`src/rtl/ps2_key_decoder.sv`:
```
// -----------------------------------------------------------------------------
// ps2_key_decoder
//
// Turns a stream of PS/2 scan-code set 2 bytes into key events and queues them
// in a small FIFO. Each event is {ext, rel, code[7:0]}: ext marks an E0-prefixed
// key, rel marks a break (key released). The Pause key's E1 sequence collapses
// into a single {1,0,E1} event. Live shift/ctrl/alt flags are maintained from
// the left/right modifier makes and breaks.
//
// Parameters
//   FIFO_DEPTH   event FIFO entries, power of two in 2..16
//
// Ports
//   clk          system clock, all logic on the rising edge
//   reset        synchronous active-low reset
//   scan_code    received byte, meaningful only while code_strobe is high
//   code_strobe  one-cycle pulse per received byte
//   evt_valid    FIFO non-empty, evt_data holds the head event
//   evt_ready    consumer takes the head event when high with evt_valid
//   evt_data     head event {ext, rel, code}; reads 0 while the FIFO is empty
//   shift        left or right shift held
//   ctrl         left or right ctrl held
//   alt          left or right alt held
//   overflow     sticky: an event was dropped because the FIFO was full
//   clear_ovf    clears overflow on the next edge (a same-edge drop wins)
// -----------------------------------------------------------------------------
module ps2_key_decoder #(
    parameter int FIFO_DEPTH = 4
) (
    input  logic       clk,
    input  logic       reset,
    input  logic [7:0] scan_code,
    input  logic       code_strobe,
    output logic       evt_valid,
    input  logic       evt_ready,
    output logic [9:0] evt_data,
    output logic       shift,
    output logic       ctrl,
    output logic       alt,
    output logic       overflow,
    input  logic       clear_ovf
);

    localparam int            AW         = $clog2(FIFO_DEPTH);
    localparam int            CW         = AW + 1;
    localparam logic [CW-1:0] FULL_COUNT = CW'(FIFO_DEPTH);

    typedef enum logic [2:0] {
        IDLE,
        GOT_E0,
        GOT_F0,
        GOT_E0F0,
        PAUSE
    } state_t;

    // Decoder state
    state_t     state_q, state_d;
    logic [2:0] skip_q, skip_d;
    logic       accept;
    logic       emit;
    logic [9:0] emit_data;

    // Modifier tracking
    logic lshift_q, lshift_d, rshift_q, rshift_d;
    logic lctrl_q, lctrl_d, rctrl_q, rctrl_d;
    logic lalt_q, lalt_d, ralt_q, ralt_d;
    logic shift_q, shift_d, ctrl_q, ctrl_d, alt_q, alt_d;

    // Event FIFO
    logic [9:0]    mem_q [FIFO_DEPTH];
    logic [AW-1:0] wr_ptr_q, wr_ptr_d;
    logic [AW-1:0] rd_ptr_q, rd_ptr_d;
    logic [CW-1:0] count_q, count_d;
    logic          overflow_q, overflow_d;
    logic          full, push, pop, drop;

    // Bytes arriving while reset is asserted are ignored outright.
    assign accept = code_strobe & reset;

    // -------------------------------------------------------------------------
    // Byte decoder: next state and the event produced by a final byte.
    // -------------------------------------------------------------------------
    // NOTE: every output of a combinational block gets a default before any
    // branch, so no path leaves a signal unassigned and no latch is inferred.
    always_comb begin
        state_d   = state_q;
        skip_d    = skip_q;
        emit      = 1'b0;
        emit_data = '0;

        if (accept) begin
            case (state_q)
                IDLE: begin
                    case (scan_code)
                        8'hE0: state_d = GOT_E0;
                        8'hF0: state_d = GOT_F0;
                        8'hE1: begin
                            state_d = PAUSE;
                            skip_d  = 3'd7;
                        end
                        // Keyboard status / ack bytes, not keys.
                        8'h00, 8'hAA, 8'hEE, 8'hFA, 8'hFE, 8'hFF: state_d = IDLE;
                        default: begin
                            emit      = 1'b1;
                            emit_data = {2'b00, scan_code};
                        end
                    endcase
                end

                GOT_E0: begin
                    case (scan_code)
                        8'hF0: state_d = GOT_E0F0;
                        8'hE0: state_d = GOT_E0;
                        // E0 12 / E0 59 are fake shifts wrapped around some
                        // extended keys; they carry no key information.
                        8'h12, 8'h59: state_d = IDLE;
                        default: begin
                            emit      = 1'b1;
                            emit_data = {2'b10, scan_code};
                            state_d   = IDLE;
                        end
                    endcase
                end

                GOT_F0: begin
                    case (scan_code)
                        8'hF0: state_d = GOT_F0;
                        // A prefix after F0 abandons the pending release.
                        8'hE0: state_d = GOT_E0;
                        default: begin
                            emit      = 1'b1;
                            emit_data = {2'b01, scan_code};
                            state_d   = IDLE;
                        end
                    endcase
                end

                GOT_E0F0: begin
                    case (scan_code)
                        8'hF0: state_d = GOT_E0F0;
                        8'hE0: state_d = GOT_E0;
                        8'h12, 8'h59: state_d = IDLE;
                        default: begin
                            emit      = 1'b1;
                            emit_data = {2'b11, scan_code};
                            state_d   = IDLE;
                        end
                    endcase
                end

                PAUSE: begin
                    // Swallow the rest of the 8-byte Pause sequence; the last
                    // swallowed byte stands in for the whole key.
                    skip_d = skip_q - 3'd1;
                    if (skip_q == 3'd1) begin
                        emit      = 1'b1;
                        emit_data = {2'b10, 8'hE1};
                        state_d   = IDLE;
                    end
                end

                default: state_d = IDLE;
            endcase
        end
    end

    // -------------------------------------------------------------------------
    // Modifiers follow every decoded event, whether or not the FIFO has room.
    // -------------------------------------------------------------------------
    always_comb begin
        lshift_d = lshift_q;
        rshift_d = rshift_q;
        lctrl_d  = lctrl_q;
        rctrl_d  = rctrl_q;
        lalt_d   = lalt_q;
        ralt_d   = ralt_q;

        if (emit) begin
            case ({emit_data[9], emit_data[7:0]})
                9'h012:  lshift_d = ~emit_data[8];
                9'h059:  rshift_d = ~emit_data[8];
                9'h014:  lctrl_d  = ~emit_data[8];
                9'h114:  rctrl_d  = ~emit_data[8];
                9'h011:  lalt_d   = ~emit_data[8];
                9'h111:  ralt_d   = ~emit_data[8];
                default: ;
            endcase
        end

        shift_d = lshift_d | rshift_d;
        ctrl_d  = lctrl_d | rctrl_d;
        alt_d   = lalt_d | ralt_d;
    end

    // -------------------------------------------------------------------------
    // FIFO control. A pop frees the slot a same-edge push needs, so a full
    // FIFO still accepts a new event when the head is leaving.
    // -------------------------------------------------------------------------
    always_comb begin
        full = (count_q == FULL_COUNT);
        pop  = (count_q != '0) && evt_ready;
        push = emit && (!full || pop);
        drop = emit && full && !pop;

        wr_ptr_d = push ? wr_ptr_q + AW'(1) : wr_ptr_q;
        rd_ptr_d = pop  ? rd_ptr_q + AW'(1) : rd_ptr_q;

        count_d = count_q;
        if (push && !pop) begin
            count_d = count_q + CW'(1);
        end else if (pop && !push) begin
            count_d = count_q - CW'(1);
        end

        // A drop on the clearing edge must remain visible.
        overflow_d = (overflow_q && !clear_ovf) || drop;
    end

    // NOTE: state registers use non-blocking assignments so every flop samples
    // the pre-edge values regardless of statement order.
    always_ff @(posedge clk) begin
        if (!reset) begin
            state_q    <= IDLE;
            skip_q     <= '0;
            lshift_q   <= 1'b0;
            rshift_q   <= 1'b0;
            lctrl_q    <= 1'b0;
            rctrl_q    <= 1'b0;
            lalt_q     <= 1'b0;
            ralt_q     <= 1'b0;
            shift_q    <= 1'b0;
            ctrl_q     <= 1'b0;
            alt_q      <= 1'b0;
            wr_ptr_q   <= '0;
            rd_ptr_q   <= '0;
            count_q    <= '0;
            overflow_q <= 1'b0;
        end else begin
            state_q    <= state_d;
            skip_q     <= skip_d;
            lshift_q   <= lshift_d;
            rshift_q   <= rshift_d;
            lctrl_q    <= lctrl_d;
            rctrl_q    <= rctrl_d;
            lalt_q     <= lalt_d;
            ralt_q     <= ralt_d;
            shift_q    <= shift_d;
            ctrl_q     <= ctrl_d;
            alt_q      <= alt_d;
            wr_ptr_q   <= wr_ptr_d;
            rd_ptr_q   <= rd_ptr_d;
            count_q    <= count_d;
            overflow_q <= overflow_d;
        end
    end

    // NOTE: the storage array is deliberately not reset; count_q decides what
    // is visible, so stale entries never reach evt_data.
    always_ff @(posedge clk) begin
        if (push) begin
            mem_q[wr_ptr_q] <= emit_data;
        end
    end

    assign evt_valid = (count_q != '0);
    assign evt_data  = evt_valid ? mem_q[rd_ptr_q] : '0;
    assign shift     = shift_q;
    assign ctrl      = ctrl_q;
    assign alt       = alt_q;
    assign overflow  = overflow_q;

endmodule
```
`config.mk`:
```
export PLATFORM = sky130hd
export DESIGN_NAME = ps2_key_decoder
export DESIGN_NICKNAME = d
export VERILOG_FILES = /design/src/rtl/ps2_key_decoder.sv
export SDC_FILE = /design/constraint.sdc
export NUM_CORES = 1
export LEC_CHECK = 0
export ABC_AREA = 1
export BUFFER_PORTS_ARGS = -buffer_cell sky130_fd_sc_hd__buf_2
export CAP_MARGIN = 10
export CELL_PAD_IN_SITES_DETAIL_PLACEMENT = 1
export CELL_PAD_IN_SITES_GLOBAL_PLACEMENT = 2
export CORE_ASPECT_RATIO = 2
export CORE_UTILIZATION = 36
export DETAILED_ROUTE_END_ITERATION = 6
export GPL_TIMING_DRIVEN = 0
export PLACE_DENSITY = 0.77
export SLEW_MARGIN = 20
export SYNTH_ARGS = -nofsm -noshare
export SYNTH_HDL_FRONTEND = slang
export SYNTH_SLANG_ARGS = --single-unit
```
`constraint.sdc`:
```
create_clock -name clk -period 4 [get_ports clk]
set_clock_uncertainty 0.1 [all_clocks]
set_input_delay 1 -clock clk [delete_from_list [all_inputs] [get_ports clk]]
set_output_delay 1 -clock clk [all_outputs]
set_load 0.005 [all_outputs]
```
# [Yosys cells after proc, flatten, opt, wreduce, memory -nomap -nowiden]
# Memory sizes are Yosys's and may differ from the RTL's. A register that Yosys moved wholly into a read port is not among the register bits.
# Index checks and enable logic that the tools add are counted.
[word_totals] regBits=23 latchBits=0 ram_bits=40 rom_bits=0 output_inout_bits=15 mem_count=1
[mem_list] name="mem_q" depth=4 width=10 read_ports=1 rd_clocked_by_memory_dff=1 wr=1 line="70" text="logic [9:0] mem_q [FIFO_DEPTH];"
[op_classes] addsub=5 n_mul=0 div=0 n_lt_le_gt_ge=0 n_eq_ne=25 shifts=0 n_mux=39 bitwise_logic=5 reduce_logical=25
[ops] op="== test 8 bit (second input constant)" n=8
[ops] op="2-to-1 mux 10 bit" n=5
[ops] op="case mux 10 bit (5 select lines)" n=1
[ops] op="== test 9 x 5 -> 1 bit (second input constant)" n=3
[ops] op="case mux 3 bit (4 select lines)" n=2
[ops] op="2-to-1 mux 1 bit" n=19
[ops] op="== test 9 bit (second input constant)" n=2
[ops] op="2-to-1 mux 3 bit" n=4
[ops] op="== test 9 x 7 -> 1 bit (second input constant)" n=1
[ops] op="2-to-1 mux 9 bit" n=1
[ops] op="OR reduction 9 bit" n=1
[ops] op="== test 8 x 5 -> 1 bit (second input constant)" n=1
[ops] op="== test 8 x 7 -> 1 bit (second input constant)" n=1
[ops] op="zero test 8 bit" n=1
[ops] op="2-to-1 mux 8 bit" n=1
[ops] op="case mux 2 bit (2 select lines)" n=2
[ops] op="logical AND 1 bit" n=7
[ops] op="== test 3 x 1 -> 1 bit (second input constant)" n=2
[ops] op="== test 3 x 2 -> 1 bit (second input constant)" n=2
[ops] op="== test 3 bit (second input constant)" n=2
[ops] op="case mux 3 bit (2 select lines)" n=1
[ops] op="AND reduction 3 bit" n=2
[ops] op="OR reduction 6 bit" n=1
[ops] op="subtractor 3 x 1 -> 3 bit (second input constant)" n=2
[ops] op="17 further kinds" n=27

# [Depth between registers and ports, before layout]
[depth] ltp_word=10 depth_mapped=22 ltp_nobuf=21

# [Worst setup path before layout]
# Ideal clock, no wire load.
[synth_timing] path_type="input -> register" startpoint="input scan_code[1]" endpoint="register count_q[2]" setup_ns=0.070 arrival_time_ns=3.026 slack_ns=0.804 cell_stages=18 path_buffers=1 cell_sequence="buf_4 > inv_2 > nor2_1 > nand2_1 > nor2_1 > nor2_1 > nand3_1 > a21oi_2 > nor2_1 > nor2_2 > ha_1 > inv_1 > fa_1 > nor2_1 > nor2_1 > nand2_1 > o21ai_0 > a21oi_1"
[synth_via] elab_chain_len=9 word_cells_on_any_way=25 classes_between="eq/ne: 10; mux: 6; reduce/logical: 9"
[synth_lines] item="start: declaration" line="32" text="input logic [7:0] scan_code,"
[synth_lines] item="== test 8 bit, or another cell as far along"
[synth_lines] item="OR reduction 9 bit (no source line), or another cell as far along"
[synth_lines] item="2-to-1 mux 1 bit, on equally long branches"
[synth_lines] item="case mux 1 bit (4 select lines) (*)" line="92" text="case (state_q)"
[synth_lines] item="2-to-1 mux 1 bit (*)" line="91" text="if (accept) begin"
[synth_lines] item="logical AND 1 bit (*)" line="202" text="push = emit && (!full || pop);"
[synth_lines] item="via push" line="75" text="logic full, push, pop, drop;"
[synth_lines] item="zero test 1 bit" line="211" text="end else if (pop && !push) begin"
[synth_lines] item="logical AND 1 bit" line="211"
[synth_lines] item="nonzero test 2 bit (no source line)"
[synth_lines] item="end signal: assignment" line="252" text="count_q <= count_d;"
[synth_lines] item="end: declaration" line="73" text="logic [CW-1:0] count_q, count_d;"
# The timed path passes the listed nets; every way through them passes the cells marked *.
# A chain may end at the register's enable or synchronous reset.

# [Worst setup path after layout]
[layout_timing] startpoint="input scan_code[5]" endpoint="memory mem_q[0][4] (enable)"
[layout_via] elab_chain_len=8 word_cells_on_any_way=22 classes_between="eq/ne: 10; mux: 7; reduce/logical: 5"
[layout_lines] item="== test 8 bit, or another cell as far along"
[layout_lines] item="OR reduction 9 bit (no source line), or another cell as far along"
[layout_lines] item="2-to-1 mux 1 bit, on equally long branches"
[layout_lines] item="case mux 1 bit (4 select lines) (*)" line="92"
[layout_lines] item="2-to-1 mux 1 bit (*)" line="91"
[layout_lines] item="logical AND 1 bit (*)" line="202"
[layout_lines] item="via push" line="75"
[layout_lines] item="2-to-1 mux 1 bit (*)" line="260" text="if (push) begin"
[layout_lines] item="2-to-1 mux 1 bit (not written as such) (*)" line="261" text="mem_q[wr_ptr_q] <= emit_data;"
[layout_lines] item="end: declaration" line="70"
# Marks and branches as above.

==> impl_metrics.toml <==
[sta]
worst_slew_pin_slew_ns = 1.07
fmax_ghz = 0.283
finalHoldViolCount = 0
rsz0062_at_grt = "no"
setup_viol_count_final = 0
holdWs_ns = 0.370
finalSetupTns_ns = 0
finalCriticalPeriod_ns = 3.54
relSlewSlack_pct = 28.7
slew_violations = 0
timing.final.crit_share_pct = 88.5

[min_path]
worstHoldStart = "rd_ptr_q[1]"
hold_path_class = "reg -> reg"
min_path_cells = 2

[power_and_ir_drop]
finalPower_uw = 2110
p_int_uw = 1470
leakage_uw = 0.00180
power_density_mw_per_mm2 = 525
pwr-share-comb_pct = 23.1
seqPwrFrac_pct = 37.4
p_sw_uw = 638
switching_share_pct = 30.3
clock_power_share_pct = 39.5
peakVddDrop_mv = 0.275

[routing]
post_drt_wl_per_cell_microns = 15.4
num_vias = 2836
drt-vias-per-instance = 4.92
postRouteAntennaNets = 0
routed_wl_microns = 8880
drc = 0
drt_iter0_drc = 121
dr.pass1.iters = 6

[yosys]
yosys.cell_types.count = 31
synth-seq-cells = 65
syn_inst = 430
syn_area_per_cell_sq_um = 7.98
syn-num-nets = 451
yosysTopAreaCellShare_pct = 35.0
yosysTopAreaCell = "edfxtp_1"
syn_area_sq_mm = 0.00343
synthTopCellsByArea = "edfxtp_1 35%, dfxtp_1 15%, nor2_1 10%"
yosysSeqAreaShare_pct = 49.6
ys_warn_count = 0

[worst_setup_path]
path_buf_inv = 2
r2r_cells = 11
timing.rr.start = "state_q[1]"
cp_slowest_stage_delay_ns = 0.81
r2r_setup_slack_ns = 0.79
end_kind = "flop"
slowest_stage = "nor2_1"
crit_chain = "buf_2 > nand2_1 > nor2_4 > o21ai_1 > nand3_1 > a21oi_2 > nor2_1 > nor2_2 > inv_2 > nor2_1"
worst_setup_path_start_kind = "primary input"
reg2reg_to = "mem_q[0][4]"
cpLargestDelayFamily = "simple AND/OR/NAND/NOR gates"
crit_cells = 10
crit_required_ns = 3.85
critPathMaxFanout = 10
cpMostUsedCell = "nor2_1"
worstPathArrival_ns = 3.38
path_class = "in -> reg"

[job]
cap_viol_max_count = 0

[place]
post-dp-hpwl_microns = 6950
gp_congestion = 0.778
dp_cells = 560
io_buffers = 26

[finish]
seq_area_sq_mm = 0.00170
nets = 488
drive_above_1_share_pct = 16.9
antenna_cells = 0
multiInputGateArea_sq_mm = 0.00144
area_delta_synth_final_pct = 16.9
n_fill_cell = 1168
fin_cells = 576

[floorplan]
dieArea_sq_mm = 0.00995
die_h_microns = 140
start_util_pct = 36.8
rows = 50
core_area_sq_mm = 0.00932
fp.dieW_microns = 71.0
ioPinCount = 28

[clocking]
cts_hold_buf = 0
cts_inserted_buffers = 9
cts_tree = "done"
htreeDepth = 3
ctsRootBufferMaster = "clkbuf_16"
path_clk_slew_ns = 0.06
cts_num_sinks = 65
clk_latency_ns = 0.33
post-cts-setup-buffers = 0
clock_path_buffers = 2
ctsResizeCount = 0

[global_routing]
track_usage_pct = 19.8
antenna_found_initial = 0
grt_pass1_wl_microns = 14800
first_global_vias = 3008
grt_overflow = 0
grt_max_degree = 13

[outcome]
status = "complete, no violations"
[synth_stat cells]
cell,count
a21oi_1,21
buf_4,1
nand4_1,5
clkinv_1,2
inv_2,7
a211oi_1,4
nand2_4,1
nor2_4,6
o21ai_2,1
ha_1,7
nor2_2,5
xor2_1,1
nand3_2,5
fa_1,1
dfxtp_1,25
buf_6,1
clkbuf_1,6
nor3_2,1
nor2_1,91
a221oi_1,1
nor3_1,5
o21ai_0,28
o21ai_1,2
nand3_1,21
nand2_1,75
buf_2,1
nand2_2,8
inv_1,56
a31oi_1,1
edfxtp_1,40
a21oi_2,1
[layout make-up]
type	count	share of cell area (%)
tap	104	3.24
inverter	65	6.08
multi-input combinational	291	35.9
timing repair buffer	26	3.24
clock inverter	7	2.37
sequential	65	42.4
buffer	9	1.15
clock buffer	9	5.61
[registers in the layout, indices dropped and copies added (netlist names), 2 cells and up, named ones only]
signal and flops:
count_q 3, mem_q 40, rd_ptr_q 2, skip_q 3
state_q 3, wr_ptr_q 2
[routing by layer]
| layer | wire (microns) | up-vias | global-route usage (%) |
|---|---|---|---|
| met3 | 130 | 11 | 2.59 |
| met1 | 3320 | 1335 | 19.1 |
| li1 | - | 1461 | - |
| met5 | 0 | - | 0 |
| met4 | 169 | 0 | 8.84 |
| met2 | 5250 | 29 | 39.7 |
[metrics by stage]
| step | util, % | cell area [sq um] | setup WS, ns |
|---|---|---|---|
| 3_3_place_gp | 39.6 | 3690 | 0.135 |
| 3_5_place_dp | 39.6 | 3690 | 0.0595 |
| 4_1_cts | 43.0 | 4010 | 0.411 |
| 2_1_floorplan | - | 3430 | 0.804 |
| 5_1_grt | 43.0 | 4010 | 0.227 |
| 6_report | 43.0 | 4010 | 0.461 |
[worst reg2reg max path, delay by kind of cell, from the launching register on]
kind | cells | cell delay (ns)
simple gates | 6 | 1.45
buf+inv | 4 | 0.48
compound gates | 1 | 0.47
flops | 1 | 0.31
[worst max-delay path by stage]
stage	startpoint	slack [ns]	endpoint
2_1_floorplan	scan_code[1]	0.80	count_q[2]
6_report	scan_code[5]	0.46	mem_q[0][4]
4_1_cts	scan_code[5]	0.41	mem_q[1][4]
3_5_place_dp	scan_code[5]	0.06	mem_q[1][4]
5_1_grt	scan_code[3]	0.23	mem_q[3][4]
3_3_place_gp	scan_code[3]	0.14	mem_q[0][4]
[power groups by stage]
stage / Combinational (uW) / Clock, uW / Sequential, uW
2_1_floorplan: 314 / 0 / 795
5_1_grt: 557 / 879 / 793
3_3_place_gp: 479 / 0 / 799
4_1_cts: 501 / 848 / 789
3_5_place_dp: 497 / 0 / 803
6_report: 486 / 833 / 788
[layout by cell type, fill, tap and decap left out, types with 2 or more instances in the layout]
cell type and count:
nand2_2 8, clkinv_1 2, o21ai_1 2, clkbuf_16 9, buf_2 27, nor2_1 91
o21ai_0 28, clkinv_2 2, nand4_1 5, clkbuf_1 6, nor3_1 5, ha_1 7
nand3_1 21, clkinv_4 2, nand3_2 5, dfxtp_1 25, nor2_4 6, nor2_2 5
edfxtp_1 40, a211oi_1 4, inv_1 56, bufinv_16 2, a21oi_1 21, inv_2 7
nand2_1 75
[cell families (layout without fill, tap and decap cells)]
| kind of cell | count (synthesis) | after routing | share of synthesized area (%) |
|---|---|---|---|
| and+or+nand+nor | 223 | 223 | 29.3 |
| buffers and inverters | 74 | 116 | 8.46 |
| DFF | 65 | 65 | 49.6 |
| AOI/OAI and AO/OA | 59 | 59 | 9.26 |
| adders and majority gates | 8 | 8 | 3.14 |
| xor gates and xnor gates | 1 | 1 | 0.255 |
Power figures use the tool's default switching activity.
